--- src/rtl/op_cmd_assembler.sv ---
// Assembles 16-bit ops from pairs of UART bytes (high byte first) and queues
// them in a first-word-fall-through FIFO, with a timeout on half-received ops.
module op_cmd_assembler #(
  parameter int DEPTH   = 4,
  parameter int TIMEOUT = 1200000
) (
  input  logic        clk,
  input  logic        rst,
  input  logic [7:0]  UART_Rx_DATA,
  input  logic        UART_Rx_valid,
  input  logic        op_stack_pull,
  output logic [15:0] op_stack_msg,
  output logic        op_stack_empty,
  output logic        op_stack_full,
  output logic        cmd_drop,
  output logic        cmd_timeout
);

  localparam int AW = $clog2(DEPTH);
  localparam int CW = AW + 1;
  localparam int TW = $clog2(TIMEOUT) + 1;

  localparam logic [TW-1:0] TO_LAST    = TW'(TIMEOUT - 1);
  localparam logic [CW-1:0] COUNT_FULL = CW'(DEPTH);

  typedef enum logic {
    WAIT_HI = 1'b0,
    WAIT_LO = 1'b1
  } state_t;

  state_t          state;
  state_t          next_state;
  logic [7:0]      hi_byte;
  logic [TW-1:0]   to_cnt;
  logic            push;
  logic            timeout_evt;

  logic [15:0]     mem [DEPTH];
  logic [AW-1:0]   wr_ptr;
  logic [AW-1:0]   rd_ptr;
  logic [CW-1:0]   count;
  logic            do_push;
  logic            do_pull;
  logic            drop_evt;

  // Inputs are masked while reset is held so nothing reaches the FIFO or FSM.
  logic            valid_in;
  logic            pull_in;

  assign valid_in = UART_Rx_valid & rst;
  assign pull_in  = op_stack_pull & rst;

  // NOTE: every signal written here gets a default first, so no path leaves
  // a value unassigned and no latch is inferred.
  always_comb begin
    next_state  = state;
    push        = 1'b0;
    timeout_evt = 1'b0;
    case (state)
      WAIT_HI: begin
        if (valid_in) next_state = WAIT_LO;
      end
      WAIT_LO: begin
        if (valid_in) begin
          push       = 1'b1;
          next_state = WAIT_HI;
        end else if (to_cnt == TO_LAST) begin
          timeout_evt = 1'b1;
          next_state  = WAIT_HI;
        end
      end
      default: next_state = WAIT_HI;
    endcase
  end

  // NOTE: sequential state uses non-blocking assignments so every register
  // samples pre-edge values regardless of process ordering.
  always_ff @(posedge clk) begin
    if (!rst) begin
      state <= WAIT_HI;
    end else begin
      state <= next_state;
    end
  end

  // The counter holds at TO_LAST instead of wrapping; the FSM leaves WAIT_LO there.
  always_ff @(posedge clk) begin
    if (!rst) begin
      hi_byte <= 8'h00;
      to_cnt  <= '0;
    end else if (state == WAIT_HI) begin
      if (valid_in) begin
        hi_byte <= UART_Rx_DATA;
        to_cnt  <= '0;
      end
    end else if (!valid_in && (to_cnt != TO_LAST)) begin
      to_cnt <= to_cnt + TW'(1);
    end
  end

  // A pull on a full FIFO frees the slot the coincident push needs.
  assign do_pull  = pull_in && !op_stack_empty;
  assign do_push  = push && (!op_stack_full || do_pull);
  assign drop_evt = push && op_stack_full && !do_pull;

  always_ff @(posedge clk) begin
    if (!rst) begin
      wr_ptr <= '0;
      rd_ptr <= '0;
      count  <= '0;
    end else begin
      if (do_push) wr_ptr <= wr_ptr + AW'(1);
      if (do_pull) rd_ptr <= rd_ptr + AW'(1);
      case ({do_push, do_pull})
        2'b10:   count <= count + CW'(1);
        2'b01:   count <= count - CW'(1);
        default: count <= count;
      endcase
    end
  end

  // NOTE: the storage array is deliberately not reset; validity is tracked by
  // count and the output is forced to zero while empty.
  always_ff @(posedge clk) begin
    if (do_push) mem[wr_ptr] <= {hi_byte, UART_Rx_DATA};
  end

  always_ff @(posedge clk) begin
    if (!rst) begin
      cmd_drop    <= 1'b0;
      cmd_timeout <= 1'b0;
    end else begin
      cmd_drop    <= drop_evt;
      cmd_timeout <= timeout_evt;
    end
  end

  assign op_stack_empty = (count == '0);
  assign op_stack_full  = (count == COUNT_FULL);
  assign op_stack_msg   = op_stack_empty ? 16'h0000 : mem[rd_ptr];

endmodule
--- config.mk ---
export PLATFORM = sky130hd
export DESIGN_NAME = op_cmd_assembler
export DESIGN_NICKNAME = d
export VERILOG_FILES = /design/src/rtl/op_cmd_assembler.sv
export SDC_FILE = /design/constraint.sdc
export NUM_CORES = 1
export LEC_CHECK = 0
export CORE_MARGIN = 1.5
export CORE_UTILIZATION = 55
export CTS_BUF_LIST = sky130_fd_sc_hd__clkbuf_8 sky130_fd_sc_hd__clkbuf_16
export CTS_CLUSTER_DIAMETER = 100
export CTS_CLUSTER_SIZE = 12
export DETAILED_ROUTE_END_ITERATION = 7
export DONT_BUFFER_PORTS = 1
export PLACE_DENSITY = 0.73
export SLEW_MARGIN = 20
export SYNTH_ARGS = -nofsm -noshare
export SYNTH_HDL_FRONTEND = slang
export SYNTH_SLANG_ARGS = --single-unit
--- constraint.sdc ---
create_clock -name clk -period 3.15 [get_ports clk]
set_input_delay 0.63 -clock clk [delete_from_list [all_inputs] [get_ports clk]]
set_output_delay 0.63 -clock clk [all_outputs]
set_load 0.01 [all_outputs]
==> impl_results.md <==
- Post-synthesis cell count: 362
- Detailed Route WL: 8662 µm
- Max Freq: 409.5 MHz
- Core Region: 8134 µm²
- Port Buffers: 0
- Syn. warnings: 0
- Dpl ws: 0.9772 ns
- H-Tree Depth: 3
- Placed Cells: 456
- Remaining DRCs: 0
- Vias in the first global route: 2813
- Hold Buf Count CTS: 0
- Final critical-path required period: 2.442 ns
- Max cap viols: 0
- Total power: 2.531 mW
- Critical path class: register to output port
- Final setup vio count: 0
- DR iter-0 viols: 233
- Critical Path, Cell by Cell: mux4_2 > nor2b_1
- Power share of the combinational group: 7.6%
- Initial Util: 56.42%
- Final instance count without filler cells: 472
- Slew Limit Fails: 0
- Initial antenna violation count: 0
- Post-route clock skew: 0.009654 ns
- Post-synth top area share: 41.88%
- Slew @ Worst Pin: 0.8341 ns
- Synth-to-layout area growth: 5.589%
- Power Density: 522.2 nW/µm²
- Flops & latches, synth: 106
- PostCTS Resize Cnt: 0
- CP required: 2.52 ns
- FF-to-FF setup slack: 0.98 ns
- RR Startpoint: state
- Final-report hold violation count: 0
- Share of cells above drive strength 1: 13.90%
- Syn_nets: 380
- FFs w/ async S/R, synth: 0%
- Sum Neg Setup Slack: 0 ns
- CP startpoint kind: register
- Post-layout util: 59.58%
- Net count, final: 380
- Largest net degree at the start of global routing: 21
- Top cell type by total area after synthesis: edfxtp_1
- Overflow after GRT: 0
- CTS tree: built
- Seq/Total Area, Yosys: 60.20%
- Count leader, synth: edfxtp_1
- Path category of the worst min-delay check: input port to register
- Num Clock Sinks: 106
- Final WS setup: 0.7081 ns
- # IOs: 32
- Worst-case reg-to-reg path depth: 4
- DR pass1 iterations: 5
- Power share of the sequential group: 60.0%
- Clock slew at reported path FFs: 0.10 ns
- Clock group share of total power: 32.4%
- Die Wd: 94.35 µm
- HPWL Detailed: 5688 µm
- First-pass GRT wire length: 14540 µm
- Slew headroom: 44.39%
- Clock Path Buffers: 2
- Cells on Worst Hold Path: 0
- Synth cell types: 59
- Critical path endpoint: op_stack_msg[12]
- Mean routed wirelength per cell: 18.35 µm
- Crit path max-delay cell type: dfxtp_1
- Die Span Y: 94.35 µm
- CTS buffer count: 9
- Top area cells in the synthesized netlist: edfxtp_1 42%, dfxtp_1 18%, mux4_2 7.9%
- Syn_area_per_cell: 12.68 µm²
- R2r endpoint: mem[0][10]
- Routability cong.: 0.8558
- NetSw: 597.9 µW
- Row Count: 33
- Ys flop type: edfxtp_1
- Via count: 2827
- Endpoint type of the worst setup path: output port
- Diodes inserted: 0
- Power Internal: 1.933 mW
- Sw Share: 23.63%
- Post-synth EDFFs: 64
- Clk_lat worst skew: 0.36 ns
- Clock Tree Root: clkbuf_8
- Post-CTS setup buffer count: 0
- CP max stage delay: 0.85 ns
- RSZ-0062 raised after global routing: no
- CP max FO: 16
- Final Cycle Share: 77.52%
- Arrival time at the worst endpoint: 1.81 ns
- DRT antenna net count: 0
- Netlist Area Pre-Place: 4589 µm²
- GRT Total Usage: 22.18%
- Status: complete, no violations
- Die area: 8901 µm²
- VDD IR max: 0.2412 mV
- DR vias/cell: 5.989
- P_leak: 1.603 nW
- Synth cell count leaders: 64 x edfxtp_1, 42 x dfxtp_1, 36 x nand2_1
[stage by stage]
stage	area, µm²	hold slack, ns
floorplan	4589	0.4309
global placement	4654	0.4471
detailed placement	4654	0.4690
CTS	4846	0.3443
global route	4846	0.3258
finish	4846	0.3545
[power by group through the flow]
stage	registers (mW)	logic (mW)	clock network, mW
after floorplan	1.54	0.167	0
after global placement	1.55	0.190	0
after detailed placement	1.55	0.195	0
after CTS	1.52	0.196	0.836
after global routing	1.52	0.214	0.898
final	1.52	0.191	0.821
[worst max-delay path, delay by kind of cell (launching register included)]
kind,cells,cell delay (ns)
simple gates,1,0.18
flops,1,0.85
mux,1,0.42
[per-layer routing]
layer | GRT usage, % | vias up | wire [µm]
met5 | 0 | - | 0
met4 | 8.582 | 0 | 149
met3 | 5.233 | 13 | 485
met2 | 36.39 | 93 | 4330
met1 | 28.69 | 1377 | 3696
li1 | - | 1344 | -
[cells in the final DEF, fill, tap and decap left out, types with 9 or more instances in the layout]
cell type,Yosys,routed
a21oi_1,20,20
clkbuf_8,2,9
dfxtp_1,42,42
edfxtp_1,64,64
inv_1,11,13
mux4_2,16,16
nand2_1,36,36
nand3_1,24,24
nor2_1,18,18
nor2b_1,17,17
o21ai_0,9,9
[area by class of cell]
cell class              count  area, µm²
fillers                   622       3288
multi-input cells         227       1667
well taps                 105      131.4
clock buffers               9      123.9
flip-flops and latches    106       2763
repair buffers              7      52.55
inverters                  11      41.29
clock inverters             7      67.56
[cell families (layout without fill, tap and decap cells)]
family	after synthesis	count (layout)	synth area share, %
adders and majority gates	6	6	1.799
xor gates and xnor gates	6	6	1.145
AOI/OAI and AO/OA	55	55	7.579
muxes	18	18	8.315
DFF	106	106	60.20
and+or+nand+nor	142	142	17.37
buffers and inverters	29	34	3.599
[sequential cells by signal, indices dropped and copies added (netlist names), named ones only]
name and flops:
rd_ptr 2, state 1, to_cnt 22, mem 64
hi_byte 8, cmd_timeout 1, count 3, wr_ptr 2
cmd_drop 1
[worst min-delay path by stage]
stage,from,endpoint
CTS,UART_Rx_DATA[2],mem[3][2]
floorplan,to_cnt[21],to_cnt[21]
global placement,to_cnt[21],to_cnt[21]
detailed placement,to_cnt[21],to_cnt[21]
finish,UART_Rx_DATA[4],mem[3][4]
global route,UART_Rx_DATA[2],mem[0][2]
(Power assumes the default switching activity.)
